[src/rtl/fetch_queue_ctrl.sv]
// Instruction prefetch controller: walks a fetch pointer through a combinational
// instruction memory and buffers {instruction, pc} pairs in a small circular queue.
module fetch_queue_ctrl #(
  parameter int unsigned ADDR_WIDTH = 12,
  parameter int unsigned DEPTH      = 4,
  parameter int unsigned MEM_LIMIT  = 48
) (
  input  logic                  CLK,
  input  logic                  RESET_N,
  input  logic                  FETCH_EN,
  input  logic                  REDIRECT,
  input  logic [ADDR_WIDTH-1:0] REDIRECT_ADDR,
  output logic [ADDR_WIDTH-1:0] IMEM_ADDR,
  input  logic [31:0]           IMEM_RD,
  output logic [31:0]           INSTR,
  output logic [ADDR_WIDTH-1:0] INSTR_PC,
  output logic                  INSTR_VALID,
  input  logic                  INSTR_READY,
  output logic [3:0]            QCOUNT
);

  localparam int unsigned PTR_W = (DEPTH > 1) ? $clog2(DEPTH) : 1;

  typedef enum logic [1:0] {
    ST_IDLE = 2'd0,
    ST_RUN  = 2'd1,
    ST_END  = 2'd2
  } state_e;

  typedef struct packed {
    logic [31:0]           data;
    logic [ADDR_WIDTH-1:0] pc;
  } entry_t;

  // Widened compare so an address near the top of the space is not wrapped into range.
  function automatic logic fits_limit(input logic [ADDR_WIDTH-1:0] addr);
    return (33'(addr) + 33'd4) <= 33'(MEM_LIMIT);
  endfunction

  state_e                state_q, state_d;
  logic [ADDR_WIDTH-1:0] fpc_q, fpc_d;
  logic [PTR_W-1:0]      head_q, head_d;
  logic [PTR_W-1:0]      tail_q, tail_d;
  logic [3:0]            count_q, count_d;
  entry_t                mem_q [DEPTH];

  logic   fpc_fits;
  logic   redir_fits;
  logic   push;
  logic   pop;
  entry_t head_entry;

  assign fpc_fits   = fits_limit(fpc_q);
  assign redir_fits = fits_limit(REDIRECT_ADDR);
  assign head_entry = mem_q[head_q];

  assign IMEM_ADDR   = fpc_q;
  assign QCOUNT      = count_q;
  assign INSTR_VALID = (count_q != 4'd0);
  assign INSTR       = INSTR_VALID ? head_entry.data : 32'd0;
  assign INSTR_PC    = INSTR_VALID ? head_entry.pc : '0;

  assign pop  = INSTR_VALID && INSTR_READY && !REDIRECT;
  assign push = (state_q == ST_RUN) && FETCH_EN && fpc_fits && !REDIRECT &&
                ((count_q < 4'(DEPTH)) || pop);

  // NOTE: always_comb assigns every output a default first, so no path can infer a latch.
  always_comb begin
    state_d = state_q;
    unique case (state_q)
      ST_IDLE: if (!REDIRECT && FETCH_EN) state_d = ST_RUN;
      ST_RUN: begin
        if (!FETCH_EN)                   state_d = ST_IDLE;
        else if (!REDIRECT && !fpc_fits) state_d = ST_END;
      end
      ST_END:  if (REDIRECT && redir_fits) state_d = ST_RUN;
      default: state_d = ST_IDLE;
    endcase
  end

  always_comb begin
    fpc_d   = fpc_q;
    head_d  = head_q;
    tail_d  = tail_q;
    count_d = count_q;
    if (REDIRECT) begin
      // A redirect flushes everything queued and restarts at the word-aligned target.
      fpc_d   = {REDIRECT_ADDR[ADDR_WIDTH-1:2], 2'b00};
      head_d  = '0;
      tail_d  = '0;
      count_d = 4'd0;
    end else begin
      if (push) begin
        fpc_d  = fpc_q + ADDR_WIDTH'(4);
        tail_d = tail_q + PTR_W'(1);
      end
      if (pop) head_d = head_q + PTR_W'(1);
      if (push && !pop)      count_d = count_q + 4'd1;
      else if (pop && !push) count_d = count_q - 4'd1;
    end
  end

  // NOTE: sequential state uses non-blocking assignments so every register samples pre-edge values.
  always_ff @(posedge CLK or negedge RESET_N) begin
    if (!RESET_N) begin
      state_q <= ST_IDLE;
      fpc_q   <= '0;
      head_q  <= '0;
      tail_q  <= '0;
      count_q <= 4'd0;
    end else begin
      state_q <= state_d;
      fpc_q   <= fpc_d;
      head_q  <= head_d;
      tail_q  <= tail_d;
      count_q <= count_d;
    end
  end

  // NOTE: queue storage is not reset; outputs are masked by INSTR_VALID so stale entries never show.
  always_ff @(posedge CLK) begin
    if (push) mem_q[tail_q] <= '{data: IMEM_RD, pc: fpc_q};
  end

endmodule
[config.mk]
export PLATFORM = sky130hd
export DESIGN_NAME = fetch_queue_ctrl
export DESIGN_NICKNAME = d
export VERILOG_FILES = /design/src/rtl/fetch_queue_ctrl.sv
export SDC_FILE = /design/constraint.sdc
export NUM_CORES = 1
export LEC_CHECK = 0
export CORE_MARGIN = 2
export CORE_UTILIZATION = 45
export CTS_CLUSTER_SIZE = 24
export DETAILED_ROUTE_END_ITERATION = 10
export PLACE_DENSITY_LB_ADDON = 0.15
export RECOVER_POWER = 50
export REMOVE_ABC_BUFFERS = 1
export SLEW_MARGIN = 20
export SYNTH_ARGS = -nofsm -noshare
export SYNTH_HDL_FRONTEND = slang
export SYNTH_SLANG_ARGS = --single-unit
[constraint.sdc]
create_clock -name CLK -period 4.9 [get_ports CLK]
set_clock_uncertainty 0.05 [all_clocks]
set_input_delay 0.735 -clock CLK [delete_from_list [all_inputs] [get_ports CLK]]
set_output_delay 0.735 -clock CLK [all_outputs]
set_load 0.05 [all_outputs]
==> out/metrics.yaml, run 1 <==
crit_fanout: 26
grt_pass1_wl_mm: 23.5
overflow: 0
synth.distinct_cells: 50
antenna_found_initial: 1
io_buffers: 105
grt_pass1_vias: 4312
hold_end: "state_q[0]"
crit_chain: "dlygate4sd3_1, clkbuf_1, or3_1, nor4_1, buf_4, o21ai_1, ha_1, a21o_1, a21oi_1, nand2_1, a32oi_1, o21ai_0"
synth_area_leaders: "edfxtp_1 (65%), mux4_2 (12%), dfrtp_1 (6.5%), and2_1 (3.8%), ha_1 (1.3%)"
regToRegStartpoint: "IMEM_ADDR[3]"
grt_max_degree: 46
vdd_drop_max_mv: 0.408
syn_area_per_cell_um2: 18.4
ys.flop_type: "edfxtp_1"
ant_nets: 0
period_share: 0.804
holdCritStartpoint: "state_q[1]"
fin_crit_ns: 3.94
outcome: "finished clean"
cts.sinks: 188
htreeDepth: 4
leakage_nw: 3.16
cts_buffers: 17
core_mm2: 0.0167
power_density_mw_per_mm2: 565
num_rows: 47
postCtsSetupBuffers: 0
cts-hold-fix-buffers: 0
yosys.area.top_type: "edfxtp_1"
drv_cap: 0
rsz0062_at_grt: "no"
fmax_mhz: 254
finalSetupTns_ns: 0
drtIter0Drc: 300
worst_pin_slew_ns: 1.38
yosys_warnings: 0
min_path_type: "flop to flop"
critPathCaptureType: "flop"
wl_per_cell_um: 19.6
cts_resized: 0
viasPerCell: 5.41
synthCells: 422
start_util: 0.464
path_class: "primary input to flop"
hold_viol_final: 0
cts_buffer_depth: 2
regToRegSetupSlack_ns: 1.20
placedCellCount: 732
critPathMaxStageDelay_ns: 0.58
dieWidth_um: 135
layout-drive-gt1-share: 0.176
worstSkewPairLatency_ns: 0.42
ys_ff_latch: 188
ff2ff_path_depth: 12
grt_usage: 0.174
synth_area_mm2: 0.00774
r2r_end: "QCOUNT[2]"
dieHeight_um: 135
syn_to_final_growth_pct: 23.4
drt_pass1_iterations: 4
dp_hpwl_mm: 9.08
drv_slew: 0
clkTransAtPathRegs_ns: 0.07
synth.top_cell.area_share: 0.651
routed_wl_mm: 15.0
cts_root_buf: "clkbuf_16"
cpMaxStageDelayCell: "or3_1"
ys_seq_area_frac: 0.716
cp.required_ns: 5.13
die_area_mm2: 0.0183
setup_viol: 0
num_io_pins: 110
synth_edf_count: 168
worstHoldPathCells: 1
hold_slack_ns: 0.481
arrival_ns: 4.17
cts_tree: "built"
instances_no_fill: 765
vias: 4141
slew_headroom: 0.0811
cp-start-kind: "primary input"
gp_congestion: 0.811
nets: 589
drcViolationCount: 0
synthArstFlopShare: 0.106
-- power by group --
part,switching (mW),internal (mW)
Combinational,1.37,0.815
Clock,0.574,0.697
Sequential,0.159,1.78
Total,2.11,3.29
-- through the flow --
stage,power [mW],instance area [um^2],util,setup slack (ns)
after floorplan,3.45,7640,-,0.994
after global placement,4.20,9030,0.540,1.27
after detailed placement,4.21,9030,0.541,1.18
after CTS,5.49,9580,0.573,1.04
after global routing,5.63,9560,0.572,0.731
final,5.40,9560,0.572,0.961
-- cell type report --
class                      instances  area (um^2)
antenna                            1         2.50
timing repair buffer             112         1100
sequential                       188         5550
multi-input combinational        201         2040
fill                            1316         7140
clock buffer                      17          425
inverter                          11         41.3
clock inverter                    15          123
tap                              220          275
-- worst max-delay path by stage --
stage	end	from	slack, ns	cells past startpoint
finish	QCOUNT[3]	REDIRECT	0.96	12
global route	INSTR_PC[2]	QCOUNT[2]	0.73	3
CTS	INSTR_PC[9]	head_q[0]	1.04	3
detailed placement	QCOUNT[3]	REDIRECT	1.18	12
global placement	QCOUNT[3]	REDIRECT	1.27	12
floorplan	mem_q[0][10]	IMEM_ADDR[2]	0.99	6
-- cells by family (layout without fill, tap and decap cells) --
| family | after synthesis | after routing | synth area share |
|---|---|---|---|
| AND/OR/NAND/NOR | 100 | 100 | 0.0769 |
| other | 1 | 5 | 0.000484 |
| flip-flops | 188 | 188 | 0.716 |
| multiplexers | 50 | 50 | 0.133 |
| AO/OA/AOI/OAI | 35 | 35 | 0.0334 |
| buffers and inverters | 36 | 155 | 0.0208 |
| adder cells (fa/ha/maj) | 9 | 9 | 0.0155 |
| XOR/XNOR | 3 | 3 | 0.00339 |
-- cells in the mapped netlist, drive strengths merged, types with 2 or more instances --
cell / n
o21ai: 8
edfxtp: 168
nor4: 3
mux4: 42
mux2: 6
ha: 8
nor3: 7
mux2i: 2
a21o: 3
o211ai: 2
xor2: 2
clkbuf: 14
buf: 11
nand4: 4
inv: 11
nor2: 12
and2: 47
nand3: 7
a21oi: 5
nand2: 10
or4: 3
o22ai: 2
dfrtp: 20
a32oi: 2
o31ai: 3
-- sequential cells by signal, indices dropped and copies added, names as in the netlist --
name and cells:
state_q 2, tail_q 2, IMEM_ADDR 10, QCOUNT 4, head_q 2, mem_q 168
-- worst max-delay path: cells and delay by family --
| kind | cells | cell delay [ns] |
|---|---|---|
| buf+inv | 3 | 1.29 |
| simple gates | 3 | 0.97 |
| compound gates | 5 | 0.81 |
| fa+ha+maj | 1 | 0.33 |
-- layout by cell type, fill, tap and decap left out, types with 2 or more instances in the layout --
master,n
ha_1,8
a21oi_1,5
clkdlybuf4s50_1,57
xor2_1,2
mux2_2,6
nor3_1,6
o211ai_1,2
dfrtp_1,18
clkinv_2,7
edfxtp_1,168
dfrtp_4,2
or4_1,3
nand3_1,7
nor4_1,3
mux2i_1,2
a21o_1,3
conb_1,4
nand4_1,3
nand2_1,10
clkinv_4,2
clkinvlp_4,3
inv_6,2
mux4_2,42
dlygate4sd3_1,48
buf_4,6
o31ai_1,3
and2_1,42
nor2_1,12
o22ai_1,2
and2_2,4
clkbuf_16,17
a32oi_1,2
o21ai_0,7
inv_1,11
-- metal layers --
layer / global-route usage / routed length (um) / vias to the layer above
met3: 0.0393 / 776 / 12
met1: 0.236 / 6790 / 2127
met2: 0.281 / 7260 / 122
met5: 0 / 0 / -
met4: 0.0573 / 163 / 0
li1: - / - / 1880
No activity file was read; power rests on OpenSTA's default activity.
==> inputs of run 2 (changes only) <==
clock period = 3.4 ns   (was 4.9 ns; I/O delays follow)
==> run 2 against run 1 <==
Net effect: sequential share of layout area is 0.82 points lower; first-iteration DRC count shrank 23%; total power is 45% higher; core utilization grew 0.79 points; sequential cell count is the same; die area unchanged; critical path depth down 8; register-to-register slack worse by 1.0 ns; largest cell class unchanged.
==> out/metrics.yaml, run 2 (synthesized netlist as in run 1, its figures left out) <==
instances_no_fill: 775  # +1.3%
largest_reg_flops: 168  # unchanged
fillerInstances: 1301  # -1.1%
cts.sinks: 188  # unchanged
combPwrFrac: 0.437  # +0.032
num_io_pins: 110  # unchanged
clkTransAtPathRegs_ns: 0.07  # about the same
outcome: "finished clean"
fmax_mhz: 306
grt_usage: 0.176  # +0.00239
dieWidth_um: 135  # unchanged
slew_headroom: 0.328  # +0.247
drv_cap: 0  # unchanged
cts_tree: "built"
routed_wl_mm: 15.3  # +2.0%
worst_pin_slew_ns: 1.01  # -0.373 ns
core_mm2: 0.0167  # unchanged
vias: 4192  # +1.2%
grt_max_degree: 43  # -6.5%
wl_per_cell_um: 19.7  # +0.67%
overflow: 0  # unchanged
power_density_mw_per_mm2: 806  # +43%
die_area_mm2: 0.0183  # unchanged
drt_pass1_iterations: 4  # unchanged
layout_commonest_cell: "edfxtp_1"
grt_pass1_vias: 4376  # +1.5%
switchingPower_mw: 3.08  # +46%
cp-start-kind: "flop"
clkPwrFrac: 0.222  # -0.013
arrival_ns: 2.71  # -1.46 ns
gp_congestion: 0.824  # +1.7%
cp.required_ns: 2.84  # -2.29 ns
ff_latch_area_mm2: 0.00555  # about the same
io_buffers: 105  # unchanged
num_rows: 47  # unchanged
drv_slew: 0  # unchanged
syn_to_final_growth_pct: 25.1
layout-drive-gt1-share: 0.197  # +0.0203
leakage_nw: 3.23  # +2.0%
path_class: "flop to output pin"
layout_common_cells: "edfxtp_1 (168), clkdlybuf4s50_1 (51), dlygate4sd3_1 (48)"
placedCellCount: 743  # +1.5%
utilization: 0.580  # +0.00794
min_path_type: "flop to flop"
drcViolationCount: 0  # unchanged
p_sw_frac: 0.394  # +0.00378
postLayoutCellArea_mm2: 0.00969  # +1.4%
rsz0062_at_grt: "no"
dieHeight_um: 135  # unchanged
dp_hpwl_mm: 9.70  # +6.8%
hold_viol_final: 0  # unchanged
fin_crit_ns: 3.27
antenna_found_initial: 1  # unchanged
crit_fanout: 27  # +3.8%
viasPerCell: 5.41  # about the same
largest-register: "mem_q"
start_util: 0.464  # unchanged
nets: 600  # +1.9%
multi_input_area_mm2: 0.00206  # +0.98%
cts_buffer_depth: 2  # unchanged
cts_buffers: 17  # unchanged
cts_root_buf: "clkbuf_16"
grt_pass1_wl_mm: 23.9  # +1.8%
drtIter0Drc: 231  # -23%
post_dp_cell_area_mm2: 0.00918  # +1.7%
ant_nets: 0  # unchanged
period_share: 0.961
htreeDepth: 4  # unchanged
worstSkewPairLatency_ns: 0.42  # about the same
postCtsSetupBuffers: 0  # unchanged
critPathCaptureType: "output pin"
seqPwrFrac: 0.341  # -0.018
internal_power_mw: 4.74  # +44%
vdd_drop_max_mv: 0.505  # +24%
setup_viol: 0  # unchanged
## run 2: path summary, 6_finish.rpt
kind                               from          to  slack (ns)  cells after the start
setup / recovery              QCOUNT[1]   INSTR[29]        0.13                      4
hold / removal               state_q[1]  state_q[0]        0.49                      1
setup reg to reg           IMEM_ADDR[3]   QCOUNT[2]        0.20                     11
hold reg to reg              state_q[1]  state_q[0]        0.49                      1
max in group asynchronous       RESET_N   head_q[0]        1.92                      1
min in group asynchronous       RESET_N   QCOUNT[0]        0.65                      1
## run 2: stage by stage
step	setup slack [ns]	power, mW	hold slack (ns)	setup TNS (ns)
CTS	0.102	7.92	0.486	0
global route	0.0478	8.13	0.518	0
floorplan	-0.506	4.98	0.164	-85.73
global placement	0.315	6.17	0.462	0
finish	0.132	7.81	0.490	0
detailed placement	0.217	6.19	0.478	0
## run 2: worst max-delay path, cell delays in order, from the launching register on
cell	delay [ns]
dfrtp_1	0.42
or4_2	0.69
buf_4	0.25
and2_1	0.20
clkdlybuf4s50_1	0.71
## run 2: what timing repair did
action,4_1_cts,5_1_grt
endpoints found under the setup margin,0,1
gates resized for setup,0,1
hold buffers,0,0
## run 2: final cells by class
class                           instances  share of cell area
Timing Repair Buffer                  123               0.129
Sequential cell                       188               0.573
Tap cell                              220              0.0284
Antenna cell                            1            0.000258
Clock buffer                           20              0.0451
Clock inverter                         11             0.00736
Inverter                               11             0.00426
Multi-Input combinational cell        201               0.212
## run 2: power groups by stage
stage	Sequential [mW]	Combinational, mW	Clock, mW
final	2.67	3.41	1.73
after global routing	2.68	3.59	1.86
after CTS	2.67	3.48	1.77
after detailed placement	2.72	3.47	0
after global placement	2.72	3.46	0
after floorplan	2.88	2.10	0
## run 2: metal layers
metal / vias up / share of wire / GRT usage
li1: 1896 / - / -
met1: 2158 / 0.43 / 0.232
met2: 126 / 0.50 / 0.291
met3: 12 / 0.059 / 0.0415
met4: 0 / 0.0089 / 0.0590
met5: - / 0 / 0
==> inputs of run 3 (changes only) <==
SKIP_LAST_GASP = 1   (was unset)
==> results of run 3 <==
Final layout, timing and power as in run 2 (identical DEF).
